### config.mk
export PLATFORM = sky130hd
export DESIGN_NAME = rng_arbiter
export DESIGN_NICKNAME = d
export VERILOG_FILES = /design/src/rtl/rng_pkg.sv /design/src/rtl/lfsr16_core.sv /design/src/rtl/rng_arbiter.sv
export SDC_FILE = /design/constraint.sdc
export NUM_CORES = 1
export LEC_CHECK = 0
export ABC_AREA = 1
export CAP_MARGIN = 20
export CELL_PAD_IN_SITES_DETAIL_PLACEMENT = 1
export CELL_PAD_IN_SITES_GLOBAL_PLACEMENT = 1
export CORE_MARGIN = 4
export CORE_UTILIZATION = 46
export CTS_BUF_LIST = sky130_fd_sc_hd__clkbuf_2 sky130_fd_sc_hd__clkbuf_4 sky130_fd_sc_hd__clkbuf_8
export CTS_CLUSTER_SIZE = 16
export DETAILED_ROUTE_END_ITERATION = 10
export DONT_BUFFER_PORTS = 1
export PLACE_DENSITY_LB_ADDON = 0.1
export SYNTH_ARGS = -nofsm -noshare
export SYNTH_HDL_FRONTEND = slang
export SYNTH_SLANG_ARGS = --single-unit
### constraint.sdc
create_clock -name Clk -period 1.9 [get_ports Clk]
set_input_delay 0.285 -clock Clk [delete_from_list [all_inputs] [get_ports Clk]]
set_output_delay 0.285 -clock Clk [all_outputs]
set_load 0.1 [all_outputs]
### src/rtl/rng_pkg.sv
// Shared definitions for the game random-number arbiter: LFSR geometry,
// feedback taps, arbiter FSM state encoding and the Galois step helper.
package rng_pkg;

    localparam int LFSR_W = 16;
    localparam logic [LFSR_W-1:0] LFSR_TAPS = 16'hB400;

    typedef enum logic [1:0] {
        IDLE  = 2'd0,
        GRANT = 2'd1,
        COOL  = 2'd2
    } rng_state_t;

    // One Galois right-shift step. An all-zero state cannot advance on its
    // own, so it is replaced by the supplied fallback seed.
    function automatic logic [LFSR_W-1:0] lfsr_next(
        input logic [LFSR_W-1:0] q,
        input logic [LFSR_W-1:0] fallback
    );
        logic [LFSR_W-1:0] n;
        if (q == {LFSR_W{1'b0}}) begin
            n = fallback;
        end else begin
            n = {1'b0, q[LFSR_W-1:1]} ^ (q[0] ? LFSR_TAPS : {LFSR_W{1'b0}});
        end
        return n;
    endfunction

endpackage

### src/rtl/lfsr16_core.sv
// 16-bit Galois LFSR that advances every cycle. A load pulse replaces the
// step with a new seed; a zero load value selects the built-in seed so the
// register can never be parked in the all-zero lock-up state.
module lfsr16_core
    import rng_pkg::*;
#(
    parameter logic [LFSR_W-1:0] SEED = 16'hACE1
) (
    input  logic              Clk,
    input  logic              Reset,
    input  logic              Load,
    input  logic [LFSR_W-1:0] LoadVal,
    output logic [LFSR_W-1:0] Q
);

    logic [LFSR_W-1:0] q_r;
    logic [LFSR_W-1:0] q_s;
    logic [LFSR_W-1:0] load_val_s;

    // Choose between a reseed and the normal Galois step.
    always_comb begin
        load_val_s = SEED;
        q_s        = q_r;
        if (LoadVal != {LFSR_W{1'b0}}) begin
            load_val_s = LoadVal;
        end else begin
            load_val_s = SEED;
        end
        if (Load) begin
            q_s = load_val_s;
        end else begin
            q_s = lfsr_next(q_r, SEED);
        end
    end

    // State register; reset restores the default seed.
    always_ff @(posedge Clk) begin
        if (Reset) begin
            q_r <= SEED;
        end else begin
            q_r <= q_s;
        end
    end

    assign Q = q_r;

endmodule

### src/rtl/rng_arbiter.sv
// Round-robin arbiter sharing one LFSR among several requesters. Each grant
// returns the low LFSR bits sampled in the granting cycle, then a cooldown
// keeps the LFSR advancing STRIDE times before the next grant.
module rng_arbiter
    import rng_pkg::*;
#(
    parameter int              NUM_REQ = 4,
    parameter int              DATA_W  = 8,
    parameter logic [LFSR_W-1:0] SEED  = 16'hACE1,
    parameter int              STRIDE  = 4
) (
    input  logic               Clk,
    input  logic               Reset,
    input  logic [NUM_REQ-1:0] Req,
    input  logic               SeedLoad,
    input  logic [LFSR_W-1:0]  SeedIn,
    output logic [NUM_REQ-1:0] Grant,
    output logic [DATA_W-1:0]  Data,
    output logic               Valid,
    output logic               Busy
);

    localparam int PTR_W  = (NUM_REQ > 1) ? $clog2(NUM_REQ) : 1;
    localparam int COOL_W = $clog2(STRIDE + 1);

    localparam logic [PTR_W-1:0]   PTR_ONE    = PTR_W'(1'b1);
    localparam logic [PTR_W-1:0]   PTR_LAST   = PTR_W'(NUM_REQ - 1);
    localparam logic [PTR_W:0]     NUM_REQ_W  = (PTR_W + 1)'(NUM_REQ);
    localparam logic [COOL_W-1:0]  COOL_ONE   = COOL_W'(1'b1);
    localparam logic [COOL_W-1:0]  COOL_START = COOL_W'(STRIDE - 1);
    localparam logic [NUM_REQ-1:0] GRANT_ONE  = NUM_REQ'(1'b1);

    // Round-robin pick: rotate the request vector so the pointer position
    // sits at bit 0, take the lowest set bit, then rotate the index back.
    function automatic logic [PTR_W-1:0] rr_pick(
        input logic [NUM_REQ-1:0] req,
        input logic [PTR_W-1:0]   ptr
    );
        logic [2*NUM_REQ-1:0] dbl;
        logic [NUM_REQ-1:0]   rot;
        logic [PTR_W-1:0]     off;
        logic [PTR_W:0]       sum;
        dbl = {req, req} >> ptr;
        rot = dbl[NUM_REQ-1:0];
        off = {PTR_W{1'b0}};
        for (int i = NUM_REQ - 1; i >= 0; i--) begin
            if (rot[i]) begin
                off = PTR_W'(i);
            end else begin
                off = off;
            end
        end
        sum = {1'b0, ptr} + {1'b0, off};
        if (sum >= NUM_REQ_W) begin
            sum = sum - NUM_REQ_W;
        end else begin
            sum = sum;
        end
        return sum[PTR_W-1:0];
    endfunction

    logic [LFSR_W-1:0]  lfsr_q_s;
    logic               unused_lfsr_s;

    rng_state_t         state_r;
    rng_state_t         state_s;
    logic [COOL_W-1:0]  cool_cnt_r;
    logic [COOL_W-1:0]  cool_cnt_s;
    logic [PTR_W-1:0]   rr_ptr_r;
    logic [PTR_W-1:0]   rr_ptr_s;
    logic [PTR_W-1:0]   winner_s;
    logic [NUM_REQ-1:0] grant_r;
    logic [NUM_REQ-1:0] grant_s;
    logic [DATA_W-1:0]  data_r;
    logic [DATA_W-1:0]  data_s;
    logic               valid_r;
    logic               valid_s;
    logic               busy_r;
    logic               busy_s;

    lfsr16_core #(
        .SEED    (SEED)
    ) u_lfsr (
        .Clk     (Clk),
        .Reset   (Reset),
        .Load    (SeedLoad),
        .LoadVal (SeedIn),
        .Q       (lfsr_q_s)
    );

    // Bits above the draw width only feed back into the LFSR itself.
    assign unused_lfsr_s = ^lfsr_q_s;

    // Next-state and next-output logic for the IDLE/GRANT/COOL sequence.
    always_comb begin
        state_s    = state_r;
        cool_cnt_s = cool_cnt_r;
        rr_ptr_s   = rr_ptr_r;
        grant_s    = {NUM_REQ{1'b0}};
        data_s     = data_r;
        valid_s    = 1'b0;
        winner_s   = rr_pick(Req, rr_ptr_r);

        if (SeedLoad) begin
            // Reseeding aborts any grant or cooldown in flight.
            state_s    = IDLE;
            cool_cnt_s = {COOL_W{1'b0}};
        end else begin
            case (state_r)
                IDLE: begin
                    if (|Req) begin
                        grant_s = GRANT_ONE << winner_s;
                        data_s  = lfsr_q_s[DATA_W-1:0];
                        valid_s = 1'b1;
                        state_s = GRANT;
                        if (winner_s == PTR_LAST) begin
                            rr_ptr_s = {PTR_W{1'b0}};
                        end else begin
                            rr_ptr_s = winner_s + PTR_ONE;
                        end
                    end else begin
                        state_s = IDLE;
                    end
                end
                GRANT: begin
                    if (STRIDE == 1) begin
                        state_s = IDLE;
                    end else begin
                        state_s    = COOL;
                        cool_cnt_s = COOL_START;
                    end
                end
                COOL: begin
                    if (cool_cnt_r <= COOL_ONE) begin
                        cool_cnt_s = {COOL_W{1'b0}};
                        state_s    = IDLE;
                    end else begin
                        cool_cnt_s = cool_cnt_r - COOL_ONE;
                        state_s    = COOL;
                    end
                end
                default: begin
                    state_s    = IDLE;
                    cool_cnt_s = {COOL_W{1'b0}};
                end
            endcase
        end

        busy_s = (state_s != IDLE);
    end

    // FSM and output registers.
    always_ff @(posedge Clk) begin
        if (Reset) begin
            state_r    <= IDLE;
            cool_cnt_r <= {COOL_W{1'b0}};
            rr_ptr_r   <= {PTR_W{1'b0}};
            grant_r    <= {NUM_REQ{1'b0}};
            data_r     <= {DATA_W{1'b0}};
            valid_r    <= 1'b0;
            busy_r     <= 1'b0;
        end else begin
            state_r    <= state_s;
            cool_cnt_r <= cool_cnt_s;
            rr_ptr_r   <= rr_ptr_s;
            grant_r    <= grant_s;
            data_r     <= data_s;
            valid_r    <= valid_s;
            busy_r     <= busy_s;
        end
    end

    assign Grant = grant_r;
    assign Data  = data_r;
    assign Valid = valid_r;
    assign Busy  = busy_r;

endmodule
# After elaboration in Yosys (flattened, before gate mapping)
# Index checks and enable logic that the tools add are counted.
[op_classes]
mul = 0
order_cmp = 2
mux = 17
n_eq_ne = 3
n_bitwise = 4
shifts = 2
n_addsub = 4
n_div = 0
reduce_logical = 9
[op_table]
columns = ["op", "n"]
rows = [
  ["$mux 16", 4],
  ["$logic_not 16->1", 1],
  ["$mux 2", 8],
  ["$reduce_bool 16->1", 1],
  ["$xor 15x16->16", 1],
  ["$pmux 3 s3", 1],
  ["$reduce_or 4->1", 2],
  ["$shr 8x2->4", 1],
  ["$pmux 2 s3", 1],
  ["$eq 2x2->1 const B", 2],
  ["$shl 1x2->4 const A", 1],
  ["$add 2x2->3", 1],
  ["$ge 3x3->1 const B", 1],
  ["$le 3x1->1 const B", 1],
  ["$mux 3", 1],
  ["$not 1->1", 3],
  ["$reduce_and 3->1", 1],
  ["$reduce_or 3->1", 1],
  ["$sub 3x1->3 const B", 1],
  ["$add 2x1->2 const B", 1],
  ["$eq 2x1->1 const B", 1],
  ["$logic_not 2->1", 1],
  ["$mux 1", 2],
  ["$reduce_bool 2->1", 1],
  ["other kinds (2)", 2],
]
[word_totals]
regBits = 37
memories = 0
latch_bits = 0
rom_bits = 0
ramBits = 0
out_inout_bits = 14

# Logic depth before layout (Yosys ltp)
# Gate-level depths: netlist (run 1).
[logic_depth]
word_depth = 10
depth_mapped = 14
ltp_nobuf = 14

# By module
# Synthesis (run 1) repeated with hierarchy kept, for this count alone.
[hier_totals]
cells_unflattened = 251
area_unflattened_um2 = 1784.2
[by_module_without_submodules]
columns = ["mod", "area_each_um2", "seq_area_each_um2", "cells_each", "n_inst"]
rows = [
  ["rng_arbiter", 962.2, 420.4, 122, 1],
  ["lfsr16_core", 822.0, 320.3, 129, 1],
]

# Least setup slack after synthesis (run 1)
# No wires, ideal clock.
[synth_path]
kind = "register to register"
start = "register rr_ptr_r[0]"
end = "register rr_ptr_r[1]"
path_slack_ns = 0.169
path_stages_with_launch = 14
t_required_ns = 1.786
arrival_ns = 1.617
n_path_buf = 0
cell_sequence = "dfxtp_1 > inv_2 > nand2_1 > nand3_1 > nand2_1 > nand3_1 > a21boi_0 > ha_1 > xor2_1 > inv_1 > nand3_1 > nand2_2 > nor2_1 > nor2_2"
[synth_between]
elab_chain_cells = 10
elab_cells_between_ends = 12
cone_classes = "add/sub (3); order compare (1); eq/ne (1); shift (1); mux (6)"
[synth_lines]
columns = ["element", "line_no", "text"]
rows = [
  ["from (decl)", "rng_arbiter.sv:69", "logic [PTR_W-1:0] rr_ptr_r;"],
  ["from (signal assigned)", "rng_arbiter.sv:157", "rr_ptr_r <= {PTR_W{1'b0}};"],
  ["from (signal assigned)", "rng_arbiter.sv:165", "rr_ptr_r <= rr_ptr_s;"],
  ["$shr 8x2->4", "rng_arbiter.sv:43", "dbl = {req, req} >> ptr;"],
  ["$mux 2 (4 in a row)", "rng_arbiter.sv:47", "if (rot[i]) begin"],
  ["$add 2x2->3 *", "rng_arbiter.sv:53", "sum = {1'b0, ptr} + {1'b0, off};"],
  ["$ge 3x3->1 / $sub 2x1->2 (equally long branches)", "rng_arbiter.sv:54, rng_arbiter.sv:55", ""],
  ["$mux 2 *", "rng_arbiter.sv:54", "if (sum >= NUM_REQ_W) begin"],
  ["$add 2x1->2 / $eq 2x2->1 (equally long branches)", "rng_arbiter.sv:119, rng_arbiter.sv:116", ""],
  ["$mux 2 *", "rng_arbiter.sv:116", "if (winner_s == PTR_LAST) begin"],
]
# Every way passes the cells marked *; elsewhere a longest branch is shown, timed or not.
# A chain may end at the register's enable or synchronous reset.

# Worst setup path in the final report (run 1)
# Ends and elaborated chain as after synthesis.

==> flow_metrics.tcl, run 1 <==
set metrics [dict create \
    die-width_um 67.9 \
    hp-class "in -> reg" \
    power_frac_clock_pct 22.7 \
    tritoncts "yes" \
    post-route-period-util_pct 93.9 \
    syn2layout_area_growth_pct 17.6 \
    p_comb_share_pct 30.8 \
    seqPwrFrac_pct 46.5 \
    drc 0 \
    clock_latency_ns 0.35 \
    status "completed" \
    yosysWarnings 0 \
    num_rows 21 \
    n_antenna_cell 0 \
    cp_common_cell "nand2_4" \
    end_kind "flip-flop" \
    drtIter0Drc 42 \
    antenna_found_initial 0 \
    wl_met1_um 1690 \
    maxCapViolations 0 \
    rr_startpoint "rr_ptr_r[0]" \
    ys_seq_area_share_pct 45.0 \
    layout_common_cells "nand2_1 (37), dfxtp_1 (35), inv_1 (30)" \
    cts_root_buffer "clkbuf_4" \
    netlist.area_leader.share_pct 45.0 \
    critPathMaxFanout 6 \
    tightest_slew_ns 0.516 \
    cp-start-kind "flip-flop" \
    hold_violations 0 \
    layout_commonest_cell "nand2_1" \
    setup_viol 0 \
    r2r-end "rr_ptr_r[1]" \
    timing_max_transition_violations_final 0 \
    floorplan.die_area_mm2 0.00460 \
    multi_input_area_um2 806 \
    fin_worst_skew_ns 0.00623 \
    crit_path_cell_trace "inv_6 > nand2_4 > nand3_2 > nand2_2 > nand3_1 > a21boi_2 > ha_2 > xor2_2 > inv_1 > nand3_2 > nand2_4 > nand2_4 > nand2_2 > nor2_2" \
    grt_overflow 0 \
    via_count 1507 \
    routabilityCongestion 0.791 \
    grt_pass1_vias 1677 \
    crit_path_max_incr_delay_ns 0.42 \
    clock.fmax_mhz 560 \
    power.switching_uw 733 \
    final_cells 287 \
    ys_seq_elements 37 \
    regArea_um2 746 \
    grt_max_degree 15 \
    critPathKind "reg -> reg" \
    boundaryPins 37 \
    reg2reg_depth 14 \
    clock_path_buffers 2 \
    rsz0062_at_grt "no" \
    grtUsageTotal_pct 21.3 \
    synth_area_leaders "dfxtp_1 (45%), nand2_1 (9.3%), inv_1 (6.8%), nor2_1 (6.6%), nand3_1 (6.4%)" \
    vdd_ir_drop_max_mv 0.580 \
    postRouteAntennaNets 0 \
    grt_pass1_wl_um 7190 \
    powerDensity_mw_per_mm2 987 \
    hpwl_um 3240 \
    period_needed_ns 1.78 \
    dpl.cell_count 278 \
    synth_nets 250 \
    wl_um 4410 \
    first_pass_iters 4 \
    fillCellCount 433 \
    whs_endpoint "Valid" \
    netSwitchingFraction_pct 38.3 \
    top_layer "met4" \
    syn_inst 222 \
    htreeDepth 2 \
    netlist_area_mm2 0.00165 \
    syn_avg_cell_area_um2 7.42 \
    p_int_mw 1.18 \
    nets 269 \
    ff2ff_setup_slack_ns 0.12 \
    clkSinkCount 37 \
    slew_headroom_pct 65.5 \
    port_buffers 0 \
    yosysTopAreaCell "dfxtp_1" \
    die_y_um 67.9 \
    dr_wl_met2_um 2320 \
    hold_depth 1 \
    hold_start "Reset" \
    cp_slowest_cell "dfxtp_4" \
    numCtsBuffers 5 \
    wl_met3_um 260 \
    tns_ns 0 \
    leakagePower_nw 0.845 \
    arrival_ns 2.07 \
    post_drt_wl_per_cell_um 15.4 \
    critPathRequiredTime_ns 2.19 \
    core_mm2 0.00339 \
    drive_above_1_share_pct 20.3 \
    start_util_pct 48.6 \
    synth.distinct_cells 25 \
    fin_util_pct 57.2 \
    clk_pin_slew_ns 0.10 \
    vias_per_cell 5.25 \
]
cell type report:
class / instances / share of cell area [%]
clock inverter: 1 / 0.387
sequential: 37 / 38.5
inverter: 33 / 6.84
tap: 46 / 2.97
timing repair buffer: 18 / 7.10
clock buffer: 6 / 2.65
multi-input combinational: 146 / 41.6
power by group through the flow:
| stage | Combinational (mW) | Sequential (mW) | Clock (mW) |
|---|---|---|---|
| 6_report | 0.589 | 0.890 | 0.433 |
| 5_1_grt | 0.635 | 0.898 | 0.474 |
| 4_1_cts | 0.538 | 0.884 | 0.445 |
| 3_5_place_dp | 0.522 | 0.898 | 0 |
| 3_3_place_gp | 0.494 | 0.894 | 0 |
| 2_1_floorplan | 0.248 | 1.07 | 0 |
sequential cells by signal (all words and copies together), names as in the netlist:
signal / cells
u_lfsr.Q: 16
Grant: 4
Busy: 1
rr_ptr_r: 2
cool_cnt_r: 3
Valid: 1
Data: 8
state_r: 2
layer usage:
| layer | global-route usage [%] | up-vias |
|---|---|---|
| met3 | 7.22 | 11 |
| met5 | 0 | - |
| met4 | 11.9 | 0 |
| li1 | - | 749 |
| met1 | 20.5 | 701 |
| met2 | 39.5 | 46 |
synthesized netlist by cell type:
library cell,number
a21boi_0,1
buf_4,1
a21oi_1,9
xnor2_1,1
nand2_1,41
a211oi_1,5
o21ai_0,13
clkinv_2,1
a31oi_1,1
buf_2,1
clkbuf_1,1
xor2_1,3
nor4_1,2
o211ai_1,1
nand3_1,21
nand2_2,5
nor2_1,29
o22ai_1,6
ha_1,5
nor2_2,1
inv_2,2
buf_6,3
nor3_1,2
dfxtp_1,37
inv_1,30
critical path, delay by kind of cell (launching register included):
| family | cells | cell delay, ns |
|---|---|---|
| AO/OA/AOI/OAI | 1 | 0.15 |
| flip-flops | 1 | 0.42 |
| XOR/XNOR | 1 | 0.18 |
| AND/OR/NAND/NOR | 9 | 0.66 |
| buffers and inverters | 2 | 0.13 |
| adder cells (fa/ha/maj) | 1 | 0.20 |
through the flow:
stage                     instance area (µm²)  hold WS [ns]  worst slack, ns  power (mW)
after floorplan                          1650         0.398            0.169        1.32
after global placement                   1780         0.357           0.0825        1.39
after detailed placement                 1780         0.359           -0.145        1.42
after CTS                                1860        0.0146          0.00446        1.87
after global routing                     1940       0.00856          0.00280        2.01
final                                    1940        0.0336            0.116        1.91
cells by family (layout without fill, tap and decap cells):
| group | count (synthesis) | count (layout) | synth area share, % |
|---|---|---|---|
| buf+inv | 39 | 58 | 10.6 |
| simple gates | 101 | 101 | 26.0 |
| fa+ha+maj | 5 | 5 | 3.80 |
| flops | 37 | 37 | 45.0 |
| compound gates | 36 | 36 | 12.5 |
| xor+xnor | 4 | 4 | 2.13 |
worst max path at each step:
| stage | end | slack (ns) | startpoint | depth (start not counted) |
|---|---|---|---|---|
| after floorplan | rr_ptr_r[1] | 0.17 | rr_ptr_r[0] | 13 |
| after global placement | rr_ptr_r[1] | 0.08 | rr_ptr_r[0] | 13 |
| after detailed placement | rr_ptr_r[1] | -0.14 | rr_ptr_r[0] | 13 |
| after CTS | rr_ptr_r[1] | 0.004 | rr_ptr_r[0] | 13 |
| after global routing | rr_ptr_r[1] | 0.003 | rr_ptr_r[0] | 13 |
| final | rr_ptr_r[1] | 0.12 | rr_ptr_r[0] | 14 |
repair_timing:
| action | CTS | global route |
|---|---|---|
| gates resized for setup | 6 | 19 |
| hold endpoints to repair | 14 | 0 |
| setup endpoints to repair | 5 | 4 |
| hold buffers | 1 | 0 |
| pin swaps | 0 | 6 |
| gates cloned | 0 | 0 |
| setup buffers | 0 | 1 |
Note: power is estimated with default switching activity, not from simulation.
==> inputs of run 2 (changes only) <==
--- a/config.mk
+++ b/config.mk
@@ -10,12 +10,12 @@
 export CELL_PAD_IN_SITES_DETAIL_PLACEMENT = 1
 export CELL_PAD_IN_SITES_GLOBAL_PLACEMENT = 1
 export CORE_MARGIN = 4
-export CORE_UTILIZATION = 46
+export CORE_UTILIZATION = 40
 export CTS_BUF_LIST = sky130_fd_sc_hd__clkbuf_2 sky130_fd_sc_hd__clkbuf_4 sky130_fd_sc_hd__clkbuf_8
 export CTS_CLUSTER_SIZE = 16
 export DETAILED_ROUTE_END_ITERATION = 10
 export DONT_BUFFER_PORTS = 1
-export PLACE_DENSITY_LB_ADDON = 0.1
+export PLACE_DENSITY_LB_ADDON = 0.3
 export SYNTH_ARGS = -nofsm -noshare
 export SYNTH_HDL_FRONTEND = slang
 export SYNTH_SLANG_ARGS = --single-unit
==> flow_metrics.tcl, run 2 (synthesized netlist as in run 1, its figures left out) <==
set metrics [dict create \
    powerDensity_mw_per_mm2 1040 \
    drtIter0Drc 47 \
    timing_max_transition_violations_final 0 \
    rr_startpoint "rr_ptr_r[0]" \
    top_layer "met4" \
    grt_max_degree 19 \
    vdd_ir_drop_max_mv 0.462 \
    maxCapViolations 0 \
    start_util_pct 41.2 \
    nets 270 \
    grt_overflow 0 \
    tightest_slew_ns 0.389 \
    end_kind "flip-flop" \
    layout_common_cells "nand2_1 (41), dfxtp_1 (36), inv_1 (30)" \
    syn2layout_area_growth_pct 16.7 \
    post-route-period-util_pct 94.8 \
    floorplan.die_area_mm2 0.00521 \
    drive_above_1_share_pct 16.9 \
    arrival_ns 1.98 \
    port_buffers 0 \
    antenna_found_initial 0 \
    first_pass_iters 2 \
    grt_pass1_wl_um 6940 \
    status "completed" \
    cp-start-kind "flip-flop" \
    dr_wl_met2_um 2070 \
    wl_um 4020 \
    routabilityCongestion 0.804 \
    clock_path_buffers 2 \
    hold_depth 1 \
    ff2ff_setup_slack_ns 0.1 \
    critPathMaxFanout 6 \
    wl_met3_um 215 \
    period_needed_ns 1.80 \
    clkSinkCount 37 \
    layout_commonest_cell "nand2_1" \
    grt_pass1_vias 1580 \
    die_y_um 72.2 \
    r2r-end "rr_ptr_r[1]" \
    boundaryPins 37 \
    critPathKind "reg -> reg" \
    hold_violations 0 \
    vias_per_cell 5.00 \
    fin_worst_skew_ns 0.00311 \
    critPathCapture "rr_ptr_r[1]" \
    dpl.cell_count 284 \
    final_cells 292 \
    die-width_um 72.2 \
    reg2reg_depth 14 \
    leakagePower_nw 0.844 \
    htreeDepth 2 \
    clock_latency_ns 0.28 \
    wl_met1_um 1710 \
    cts_root_buffer "clkbuf_8" \
    n_antenna_cell 0 \
    via_count 1460 \
    hp-class "in -> reg" \
    numCtsBuffers 5 \
    clock.fmax_mhz 555 \
    hpwl_um 3140 \
    critPathRequiredTime_ns 2.08 \
    slew_headroom_pct 74.0 \
    num_rows 23 \
    tritoncts "yes" \
    drc 0 \
    critical_path.startpoint "rr_ptr_r[0]" \
    setup_viol 0 \
    postRouteAntennaNets 0 \
    core_mm2 0.00400 \
    grtUsageTotal_pct 17.0 \
    holdBufCountCts 0 \
    clk_pin_slew_ns 0.07 \
    power_mw 1.99 \
    post_drt_wl_per_cell_um 13.8 \
    largest_reg_flops 16 \
    rsz0062_at_grt "yes" \
]
-- run 2: changes by cell type in the layout (fill, tap and decap cells not counted), sizes merged --
cell,delta
clkbuf,+1
buf,+2
clkinvlp,-1
dlygate4sd3,-1
-- run 2: critical path: stages (launching register included) --
cell and delay [ns]:
dfxtp_4 0.37, inv_2 0.06, nand2_1 0.08, nand3_1 0.06, nand2_1 0.08, nand3_1 0.08
a21boi_2 0.15, ha_2 0.21, xor2_2 0.16, buf_4 0.14, nand2_2 0.06, nand2_4 0.08
nand2_2 0.07, nand2_2 0.07, nor2_2 0.03
-- run 2: power by group --
group          leakage (nW)  switching (mW)  total (mW)  internal [mW]
Clock                0.0477           0.246       0.548          0.302
Sequential            0.306          0.0384       0.877          0.839
Combinational         0.491           0.404       0.567          0.163
-- run 2: layer usage --
metal / vias to the layer above / global-route usage [%]
met5: - / 0
met4: 0 / 5.64
met3: 2 / 5.68
met2: 23 / 29.2
met1: 689 / 19.7
li1: 746 / -
-- run 2: final cells by class --
class	instances	area, µm²
Fill cell	518	2080
Multi-Input combinational cell	146	758
Sequential cell	37	744
Timing Repair Buffer	19	143
Inverter	33	125
Clock buffer	7	90.1
Tap cell	50	62.6
-- run 2: worst min path at each step --
stage / startpoint / endpoint / slack [ns]
finish: Reset / Data[0] / 0.07
global placement: Reset / Data[6] / 0.36
global route: Reset / state_r[1] / 0.04
detailed placement: Reset / Data[7] / 0.36
floorplan: SeedIn[12] / u_lfsr.Q[12] / 0.40
CTS: Reset / state_r[1] / 0.06
-- run 2: per-stage QoR --
step / hold WS, ns / instance area, µm² / TNS [ns] / utilization, % / setup slack, ns
finish: 0.0723 / 1920 / 0 / 48.1 / 0.0982
global placement: 0.358 / 1800 / 0 / 44.9 / 0.0532
global route: 0.0449 / 1920 / -0.0913 / 48.1 / -0.0586
floorplan: 0.398 / 1650 / 0 / - / 0.169
detailed placement: 0.360 / 1800 / -0.145 / 44.9 / -0.0897
CTS: 0.0569 / 1900 / 0 / 47.5 / 0.00405
-- run 2: repair_timing --
action | CTS | global route
hold endpoints to repair | 0 | 0
pin swaps | 0 | 2
endpoints found under the setup margin | 4 | 5
gates resized for setup | 4 | 5
buffers inserted | 0 | 1
